===== src/rtl/router_nic_port_pkg.sv =====
// Shared types and constants for the router NIC port: egress FSM encoding,
// counter width and the default packet width.
package router_nic_port_pkg;

    localparam int PKT_W_DEF = 64;
    localparam int CNT_W     = 16;

    typedef enum logic [1:0] {
        ST_IDLE = 2'b00,
        ST_HOLD = 2'b01,
        ST_SEND = 2'b10
    } eg_state_t;

    typedef logic [CNT_W-1:0] cnt_t;

    // Packet counters wrap silently from all-ones back to zero.
    function automatic cnt_t cnt_inc(input cnt_t c);
        return c + cnt_t'(1);
    endfunction

endpackage


===== src/rtl/router_nic_port_if.sv =====
// NIC-side, crossbar-side and status signals of one router NIC port.
// master = the port itself; slave = the NIC/crossbar environment.
interface router_nic_port_if #(
    parameter int PACKET_WIDTH = router_nic_port_pkg::PKT_W_DEF
);
    import router_nic_port_pkg::*;

    logic                    polarity;
    logic                    nic_so;
    logic                    nic_ro;
    logic [PACKET_WIDTH-1:0] nic_do;
    logic                    nic_si;
    logic                    nic_ri;
    logic [PACKET_WIDTH-1:0] nic_di;
    logic                    inj_valid;
    logic                    inj_ready;
    logic [PACKET_WIDTH-1:0] inj_data;
    logic                    ej_valid;
    logic                    ej_ready;
    logic [PACKET_WIDTH-1:0] ej_data;
    cnt_t                    rx_count;
    cnt_t                    tx_count;
    logic                    ovf_err;

    modport master (
        output polarity, nic_ro, nic_si, nic_di,
        output inj_valid, inj_data, ej_ready,
        output rx_count, tx_count, ovf_err,
        input  nic_so, nic_do, nic_ri, inj_ready, ej_valid, ej_data
    );

    modport slave (
        input  polarity, nic_ro, nic_si, nic_di,
        input  inj_valid, inj_data, ej_ready,
        input  rx_count, tx_count, ovf_err,
        output nic_so, nic_do, nic_ri, inj_ready, ej_valid, ej_data
    );

endinterface


===== src/rtl/router_nic_port_pkt_slot.sv =====
// One-entry valid/data holding register; load lands on the next edge, load beats clear.
// No backpressure of its own: the owner decides when load/clear are legal.
module pkt_slot #(
    parameter int W = 64
) (
    input  logic         clk,
    input  logic         reset,
    input  logic         i_load,
    input  logic [W-1:0] i_load_dat,
    input  logic         i_clr,
    output logic         o_vld,
    output logic [W-1:0] o_dat
);

    logic         r_vld;
    logic [W-1:0] r_dat;

    // A same-edge load and clear means "drain the old packet, keep the new one".
    always_ff @(posedge clk or negedge reset) begin
        if (!reset) begin
            r_vld <= 1'b0;
            r_dat <= '0;
        end else if (i_load) begin
            r_vld <= 1'b1;
            r_dat <= i_load_dat;
        end else if (i_clr) begin
            r_vld <= 1'b0;
        end
    end

    assign o_vld = r_vld;
    assign o_dat = r_dat;

endmodule


===== src/rtl/router_nic_port.sv =====
// Router NIC port: one-entry ingress slot (1-cycle capture) and phase-gated egress FSM.
// Ingress drops and flags overflow when full; egress holds its packet until nic_ri on a polarity-0 cycle.
module router_nic_port
    import router_nic_port_pkg::*;
#(
    parameter int PACKET_WIDTH = PKT_W_DEF
) (
    input  logic              clk,
    input  logic              reset,
    router_nic_port_if.master bus
);

    logic                    r_polarity;
    logic                    r_ovf_err;
    cnt_t                    r_rx_count;
    cnt_t                    r_tx_count;
    logic [PACKET_WIDTH-1:0] r_nic_di;
    eg_state_t               r_state;
    eg_state_t               w_state_nxt;

    logic                    w_ing_vld;
    logic [PACKET_WIDTH-1:0] w_ing_dat;
    logic                    w_ing_drain;
    logic                    w_ing_load;
    logic                    w_ing_ovf;

    logic                    w_eg_vld;
    logic [PACKET_WIDTH-1:0] w_eg_dat;
    logic                    w_eg_load;
    logic                    w_eg_send;
    logic                    w_ej_ready;
    logic                    w_nic_si;
    logic                    w_tx_inc;

    // Ingress: a drain on the same edge frees the slot for the arriving packet.
    assign w_ing_drain = w_ing_vld & bus.inj_ready;
    assign w_ing_load  = bus.nic_so & (~w_ing_vld | w_ing_drain);
    assign w_ing_ovf   = bus.nic_so & w_ing_vld & ~w_ing_drain;

    pkt_slot #(.W(PACKET_WIDTH)) u_ing_slot (
        .clk        (clk),
        .reset      (reset),
        .i_load     (w_ing_load),
        .i_load_dat (bus.nic_do),
        .i_clr      (w_ing_drain),
        .o_vld      (w_ing_vld),
        .o_dat      (w_ing_dat)
    );

    pkt_slot #(.W(PACKET_WIDTH)) u_eg_slot (
        .clk        (clk),
        .reset      (reset),
        .i_load     (w_eg_load),
        .i_load_dat (bus.ej_data),
        .i_clr      (w_eg_send),
        .o_vld      (w_eg_vld),
        .o_dat      (w_eg_dat)
    );

    always_ff @(posedge clk or negedge reset) begin
        if (!reset) begin
            r_polarity <= 1'b0;
            r_ovf_err  <= 1'b0;
            r_rx_count <= '0;
        end else begin
            r_polarity <= ~r_polarity;
            if (w_ing_ovf) begin
                r_ovf_err <= 1'b1;
            end
            if (w_ing_load) begin
                r_rx_count <= cnt_inc(r_rx_count);
            end
        end
    end

    always_ff @(posedge clk or negedge reset) begin
        if (!reset) begin
            r_state    <= ST_IDLE;
            r_nic_di   <= '0;
            r_tx_count <= '0;
        end else begin
            r_state <= w_state_nxt;
            if (w_eg_send) begin
                r_nic_di <= w_eg_dat;
            end
            if (w_tx_inc) begin
                r_tx_count <= cnt_inc(r_tx_count);
            end
        end
    end

    // Launch only while polarity reads 0, so the pulse lands in the NIC's transmit phase.
    always_comb begin
        w_state_nxt = r_state;
        w_ej_ready  = 1'b0;
        w_eg_load   = 1'b0;
        w_eg_send   = 1'b0;
        w_nic_si    = 1'b0;
        w_tx_inc    = 1'b0;
        case (r_state)
            ST_IDLE: begin
                w_ej_ready = reset;
                if (bus.ej_valid) begin
                    w_eg_load   = 1'b1;
                    w_state_nxt = ST_HOLD;
                end
            end
            ST_HOLD: begin
                if (w_eg_vld && bus.nic_ri && !r_polarity) begin
                    w_eg_send   = 1'b1;
                    w_state_nxt = ST_SEND;
                end
            end
            ST_SEND: begin
                w_nic_si    = 1'b1;
                w_tx_inc    = 1'b1;
                w_state_nxt = ST_IDLE;
            end
            default: begin
                w_state_nxt = ST_IDLE;
            end
        endcase
    end

    assign bus.polarity  = r_polarity;
    assign bus.nic_ro    = ~w_ing_vld;
    assign bus.nic_si    = w_nic_si;
    assign bus.nic_di    = r_nic_di;
    assign bus.inj_valid = w_ing_vld;
    assign bus.inj_data  = w_ing_dat;
    assign bus.ej_ready  = w_ej_ready;
    assign bus.rx_count  = r_rx_count;
    assign bus.tx_count  = r_tx_count;
    assign bus.ovf_err   = r_ovf_err;

endmodule


===== src/flat_wrapper.sv =====
// flat-port wrapper written by rule: the top's interface ports become plain ports
module router_nic_port_flat import router_nic_port_pkg::*;
#(
    parameter int PACKET_WIDTH = PKT_W_DEF
)
  (clk, reset, bus_polarity, bus_nic_ro, bus_nic_si, bus_nic_di, bus_inj_valid, bus_inj_data, bus_ej_ready, bus_rx_count, bus_tx_count, bus_ovf_err, bus_nic_so, bus_nic_do, bus_nic_ri, bus_inj_ready, bus_ej_valid, bus_ej_data);
  router_nic_port_if #(.PACKET_WIDTH(PACKET_WIDTH)) bus_i ();
  input  logic clk;
  input  logic reset;
  output wire logic [$bits(bus_i.polarity)-1:0] bus_polarity;
  output wire logic [$bits(bus_i.nic_ro)-1:0] bus_nic_ro;
  output wire logic [$bits(bus_i.nic_si)-1:0] bus_nic_si;
  output wire logic [$bits(bus_i.nic_di)-1:0] bus_nic_di;
  output wire logic [$bits(bus_i.inj_valid)-1:0] bus_inj_valid;
  output wire logic [$bits(bus_i.inj_data)-1:0] bus_inj_data;
  output wire logic [$bits(bus_i.ej_ready)-1:0] bus_ej_ready;
  output wire logic [$bits(bus_i.rx_count)-1:0] bus_rx_count;
  output wire logic [$bits(bus_i.tx_count)-1:0] bus_tx_count;
  output wire logic [$bits(bus_i.ovf_err)-1:0] bus_ovf_err;
  input wire logic [$bits(bus_i.nic_so)-1:0] bus_nic_so;
  input wire logic [$bits(bus_i.nic_do)-1:0] bus_nic_do;
  input wire logic [$bits(bus_i.nic_ri)-1:0] bus_nic_ri;
  input wire logic [$bits(bus_i.inj_ready)-1:0] bus_inj_ready;
  input wire logic [$bits(bus_i.ej_valid)-1:0] bus_ej_valid;
  input wire logic [$bits(bus_i.ej_data)-1:0] bus_ej_data;
  assign bus_polarity = bus_i.polarity;
  assign bus_nic_ro = bus_i.nic_ro;
  assign bus_nic_si = bus_i.nic_si;
  assign bus_nic_di = bus_i.nic_di;
  assign bus_inj_valid = bus_i.inj_valid;
  assign bus_inj_data = bus_i.inj_data;
  assign bus_ej_ready = bus_i.ej_ready;
  assign bus_rx_count = bus_i.rx_count;
  assign bus_tx_count = bus_i.tx_count;
  assign bus_ovf_err = bus_i.ovf_err;
  assign bus_i.nic_so = bus_nic_so;
  assign bus_i.nic_do = bus_nic_do;
  assign bus_i.nic_ri = bus_nic_ri;
  assign bus_i.inj_ready = bus_inj_ready;
  assign bus_i.ej_valid = bus_ej_valid;
  assign bus_i.ej_data = bus_ej_data;
  router_nic_port #(.PACKET_WIDTH(PACKET_WIDTH)) u_core (.clk(clk), .reset(reset), .bus(bus_i));
endmodule

===== config.mk =====
export PLATFORM = sky130hd
export DESIGN_NAME = router_nic_port_flat
export DESIGN_NICKNAME = d
export VERILOG_FILES = /design/src/rtl/router_nic_port_pkg.sv /design/src/rtl/router_nic_port_if.sv /design/src/rtl/router_nic_port_pkt_slot.sv /design/src/rtl/router_nic_port.sv /design/src/flat_wrapper.sv
export SDC_FILE = /design/constraint.sdc
export NUM_CORES = 1
export LEC_CHECK = 0
export CAP_MARGIN = 20
export CORE_MARGIN = 1
export CORE_UTILIZATION = 46
export DETAILED_ROUTE_END_ITERATION = 10
export PLACE_DENSITY = 0.8
export SLEW_MARGIN = 10
export SYNTH_ARGS = -nofsm -noshare
export SYNTH_HDL_FRONTEND = slang
export SYNTH_HIERARCHICAL = 1
export SYNTH_SLANG_ARGS = --single-unit

===== constraint.sdc =====
create_clock -name clk -period 1.8 [get_ports clk]
set_input_delay 0.45 -clock clk [delete_from_list [all_inputs] [get_ports clk]]
set_output_delay 0.45 -clock clk [all_outputs]
set_load 0.02 [all_outputs]

==> impl_metrics.json, run 1 <==
{
  "status": "complete, no violations",
  "final_antenna_net_count": 0,
  "grt_pass1_vias": 6370,
  "grt_use_total_pct": 21.0,
  "worst-path-buf-inv": 1,
  "worst_hold_path_type": "in2async",
  "yosysMostFrequentCell": "dfrtp_1",
  "grt.overflow.total": 0,
  "antenna_found_initial": 0,
  "core_sq_um": 19600,
  "drc": 0,
  "vias": 5697,
  "r2r-start": "u_core/r_state[1]$_DFFE_PN0P_",
  "fin_crit_ps": 1740,
  "max_stage_delay_ps": 410,
  "timing.final.crit_share_pct": 96.9,
  "slew_violations": 0,
  "yosysSeqAreaShare_pct": 62.2,
  "drv_cap": 0,
  "synth_ff_type": "dfrtp_1",
  "leakage_nw": 6.19,
  "cts-root-buf": "clkbuf_16",
  "gp_congestion": 0.767,
  "setup_viol": 0,
  "io_pins": 300,
  "n_antenna_cell": 0,
  "hold_viol_final": 0,
  "dpl_worst_slack_ps": -369,
  "grt_max_degree": 121,
  "finalClockSkew_ps": 13.0,
  "wirelength_microns": 21900,
  "hold_buffers": 0,
  "wl_per_cell_microns": 18.8,
  "synthToLayoutAreaGrowth_pct": 43.0,
  "synth.avg_cell_area_sq_um": 16.9,
  "grt_pass1_wl_microns": 33700,
  "cts_sinks": 230,
  "synth_top_cells_by_count": "dfrtp_1, mux2_4, mux2_1, mux2_2, buf_6",
  "syn_area_sq_um": 9250,
  "htree_levels": 1,
  "synth_edf_count": 0,
  "nets": 1018,
  "dieArea_sq_um": 20700,
  "syn_nets": 685,
  "startpoint": "u_core/bus.tx_count[1]$_DFFE_PN0P_",
  "critPathTopFamily": "flip-flops",
  "worstPathMaxFanout": 5,
  "cts_tree": "built",
  "worstMarginPinSlew_ps": 639,
  "insertion_delay_ps": 510,
  "drtIter0Drc": 159,
  "p_per_area_nw_per_um2": 1470,
  "fmax_mhz": 573,
  "holdWs_ps": 15.9,
  "end_kind": "output pin",
  "netlist.area_leader.share_pct": 62.2,
  "finalSetupTns_ps": 0,
  "arrival_ps": 1290,
  "critPathRequiredTime_ps": 1350,
  "final_layout_size_suffix_gt1_share_pct": 26.4,
  "setup_ws_ps": 55.8,
  "first_pass_iters": 4,
  "start_util_pct": 47.2,
  "relSlewSlack_pct": 57.4,
  "cp-start-kind": "register",
  "cts_buffers": 25,
  "synthCells": 549,
  "die_w_microns": 144,
  "dp_hpwl_microns": 15200,
  "synth-async-reset-ratio_pct": 100,
  "via_per_inst": 4.90,
  "synth_area_leader_cell": "dfrtp_1",
  "synth-seq-cells": 230,
  "yosysWarnings": 6,
  "power_w": 0.0195,
  "ir_drop_mv": 0.858,
  "clkSlewWorstSetupHoldPaths_ps": 60,
  "rows": 51,
  "critPathKind": "reg2out",
  "worstPathCellList": "dlygate4sd2_1",
  "synthTopCellsByArea": "dfrtp_1, mux2_4, mux2_1",
  "place.port_buffers": 299,
  "yosysUniqueCellTypes": 33,
  "clockBufferDepth": 3,
  "die_h_microns": 144,
  "critPathSlowestCell": "dfrtp_1"
}
[area by class of cell]
type | count | area (sq um)
Fill cell | 1471 | 6360
Multi-Input combinational cell | 288 | 3250
Sequential cell | 230 | 5760
Tap cell | 265 | 332
Clock buffer | 33 | 716
Clock inverter | 9 | 55.1
Inverter | 8 | 31.3
Timing Repair Buffer | 329 | 3090
[placed cells by master, fill, tap and decap left out, drive strengths merged, types with 5 or more instances in the layout]
cell type / instances
dlygate4sd2: 151
nor2: 10
inv: 9
nand2: 11
xnor2: 16
clkdlybuf4s50: 132
clkbuf: 40
clkdlybuf4s15: 7
nand3: 6
clkinv: 7
dfrtp: 230
xor2: 14
nand4: 9
buf: 32
nor3: 5
mux2: 194
[layer usage]
layer | wire length [microns] | GRT usage [%] | up-vias
met5 | 0 | 0 | -
met4 | 716 | 7.67 | 0
met3 | 1380 | 4.43 | 46
met2 | 11200 | 37.9 | 191
met1 | 8590 | 24.5 | 2877
li1 | - | - | 2583
[what timing repair did]
action / in CTS / in global routing
pin swaps: 0 / 1
cloned: 0 / 1
gates resized for setup: 177 / 23
buffers inserted: 1 / 1
endpoints found under the setup margin: 188 / 78
[sequential cells by signal (all words and copies together), names as in the netlist]
register	count
u_core/bus.polarity	1
u_core/bus.ovf_err	1
u_core/u_eg_slot/o_dat	64
u_core/u_ing_slot/o_vld	1
u_core/bus.nic_di	64
u_core/u_ing_slot/o_dat	64
u_core/u_eg_slot/o_vld	1
u_core/bus.rx_count	16
u_core/bus.tx_count	16
u_core/r_state	2
[path summary, 6_finish.rpt]
path	to	slack, ps	cells after the start
setup / recovery	bus_tx_count[1]	60	1
hold / removal	u_core/bus.tx_count[5]$_DFFE_PN0P_	20	2
setup reg to reg	u_core/u_eg_slot/o_dat[18]$_DFFE_PN0P_	80	5
hold reg to reg	u_core/bus.tx_count[15]$_DFFE_PN0P_	470	1
max in group asynchronous	u_core/u_ing_slot/o_dat[8]$_DFFE_PN0P_	700	3
min in group clk	u_core/bus.tx_count[15]$_DFFE_PN0P_	470	1
[kinds of logic (layout without fill, tap and decap cells)]
logic type | Yosys count | after routing | share of synthesized area (%)
fa+ha+maj | 2 | 2 | 0.270
xor+xnor | 30 | 30 | 2.92
simple gates | 58 | 58 | 3.90
buf+inv | 31 | 379 | 2.79
mux | 194 | 194 | 27.6
compound gates | 4 | 4 | 0.325
flops | 230 | 230 | 62.2
[power breakdown]
| part | leakage (nW) | total [W] | switching, W | internal [W] |
|---|---|---|---|---|
| clock network | 0.386 | 0.00477 | 0.00199 | 0.00278 |
| registers | 2.74 | 0.00815 | 0.00109 | 0.00706 |
| logic | 3.06 | 0.00654 | 0.00312 | 0.00342 |
| total | 6.19 | 0.0195 | 0.00620 | 0.0133 |
[through the flow]
step	area [sq um]	std cells	util, %
finish	13200	1162	67.5
global placement	12600	1117	64.5
global route	13200	1162	67.5
floorplan	9250	549	-
CTS	13200	1160	67.4
detailed placement	12600	1117	64.5
(Power assumes the default switching activity.)
==> inputs of run 2 (changes only) <==
- HOLD_SLACK_MARGIN: unset -> 0.08
==> impl_metrics.json, run 2 (same netlist as run 1, synthesis figures left out) <==
{
  "status": "complete, no violations",
  "start_util_pct": 47.2,
  "die_h_microns": 144,
  "critPathRequiredTime_ps": 1350,
  "dp_hpwl_microns": 15200,
  "clkPwrFrac_pct": 24.5,
  "setup_viol": 0,
  "worstMarginPinSlew_ps": 607,
  "wl_met1_microns": 8480,
  "first_pass_iters": 4,
  "critPathTopFamily": "flip-flops",
  "n_antenna_cell": 0,
  "ir_drop_mv": 0.856,
  "vias": 5715,
  "layout_commonest_cell": "dfrtp_1",
  "grt.overflow.total": 0,
  "cts_buffers": 25,
  "route.met3.wl_microns": 1430,
  "wl_met2_microns": 11200,
  "clockBufferDepth": 3,
  "finalClockSkew_ps": 12.8,
  "place.port_buffers": 299,
  "sw_frac_of_total_pct": 31.9,
  "die_w_microns": 144,
  "final_cell_mix": "dfrtp_1, dlygate4sd2_1, clkdlybuf4s50_1",
  "rows": 51,
  "hold_viol_final": 0,
  "max_stage_delay_ps": 410,
  "comb_power_share_pct": 33.6,
  "p_per_area_nw_per_um2": 1470,
  "intPower_w": 0.0133,
  "multi_input_comb_area_sq_um": 3250,
  "leakage_nw": 6.20,
  "insertion_delay_ps": 510,
  "worst-path-buf-inv": 1,
  "final_layout_size_suffix_gt1_share_pct": 26.4,
  "drc": 0,
  "via_per_inst": 4.91,
  "final_antenna_net_count": 0,
  "timing.final.crit_share_pct": 96.9,
  "end_kind": "output pin",
  "grt_pass1_wl_microns": 33700,
  "worst_hold_path_type": "reg2reg",
  "drv_cap": 0,
  "cts-root-buf": "clkbuf_16",
  "critPathKind": "reg2out",
  "cts_sinks": 230,
  "arrival_ps": 1290,
  "grt_max_degree": 121,
  "dieArea_sq_um": 20700,
  "n_fill_cell": 1466,
  "drtIter0Drc": 181,
  "relSlewSlack_pct": 59.5,
  "seqPwrFrac_pct": 41.9,
  "routed.top_layer": "met4",
  "critPathSlowestCell": "dfrtp_1",
  "slew_violations": 0,
  "power_w": 0.0195,
  "worstPathMaxFanout": 5,
  "power_switching_w": 0.00620,
  "clkSlewWorstSetupHoldPaths_ps": 60,
  "gp_congestion": 0.767,
  "rrSetupSlack_ps": 80,
  "core_sq_um": 19600,
  "fin_crit_ps": 1740,
  "worstPathCellList": "dlygate4sd2_1",
  "htree_levels": 1,
  "grt_pass1_vias": 6373,
  "layout.area.seq_sq_um": 5760,
  "wirelength_microns": 21900,
  "cp-start-kind": "register",
  "cts_tree": "built",
  "wl_per_cell_microns": 18.8,
  "nets": 1019,
  "synthToLayoutAreaGrowth_pct": 43.2,
  "antenna_found_initial": 0,
  "holdWs_ps": 467,
  "io_pins": 300,
  "grt_use_total_pct": 21.0,
  "fmax_mhz": 573
}
==> run 2: power groups by stage <==
| stage | sequential (W) | combinational [W] | clock, W |
|---|---|---|---|
| after floorplan | 0.00937 | 0.00266 | 0 |
| after global placement | 0.00817 | 0.00721 | 0 |
| after detailed placement | 0.00825 | 0.00735 | 0 |
| after CTS | 0.00816 | 0.00662 | 0.00490 |
| after global routing | 0.00841 | 0.00693 | 0.00509 |
| final | 0.00815 | 0.00654 | 0.00477 |
==> run 2: routing by layer <==
metal  up-vias  GRT usage, %
li1       2583             -
met1      2893          24.5
met2       193          37.9
met3        46          4.43
met4         0          7.67
met5         -             0
==> run 2: path summary, 6_finish.rpt <==
kind                                                      from                                endpoint  depth (start not counted)
min in group asynchronous                                reset      u_core/bus.tx_count[5]$_DFFE_PN0P_                          3
max                         u_core/bus.tx_count[1]$_DFFE_PN0P_                         bus_tx_count[1]                          1
min                        u_core/bus.tx_count[15]$_DFFE_PN0P_     u_core/bus.tx_count[15]$_DFFE_PN0P_                          1
max in group asynchronous                                reset  u_core/u_ing_slot/o_dat[8]$_DFFE_PN0P_                          4
min reg2reg                u_core/bus.tx_count[15]$_DFFE_PN0P_     u_core/bus.tx_count[15]$_DFFE_PN0P_                          1
max reg2reg                      u_core/r_state[1]$_DFFE_PN0P_  u_core/u_eg_slot/o_dat[18]$_DFFE_PN0P_                          5
==> run 2: area by class of cell <==
cell class	instances	area share, %
flip-flops and latches	230	43.5
repair buffers	330	23.4
multi-input cells	288	24.5
clock inverters	9	0.416
clock buffers	33	5.40
inverters	8	0.236
well taps	265	2.50
==> run 2: metrics by stage <==
step                      worst slack (ps)  area (sq um)  std cells  TNS [ps]  utilization, %
after CTS                             4.69         13200       1161         0            67.5
after global placement                -344         12600       1117    -45680            64.5
after floorplan                        163          9250        549         0               -
final                                 55.7         13200       1163         0            67.6
after detailed placement              -369         12600       1117    -48590            64.5
after global routing                 -8.11         13200       1163     -9.22            67.6
==> run 2: what timing repair did <==
action | in CTS | in global routing
gates cloned | 0 | 1
pin swaps | 0 | 1
hold buffers | 1 | 0
resized for setup | 177 | 24
endpoints found under the hold margin | 43 | 0
setup endpoints to repair | 188 | 154
buffers inserted | 1 | 1
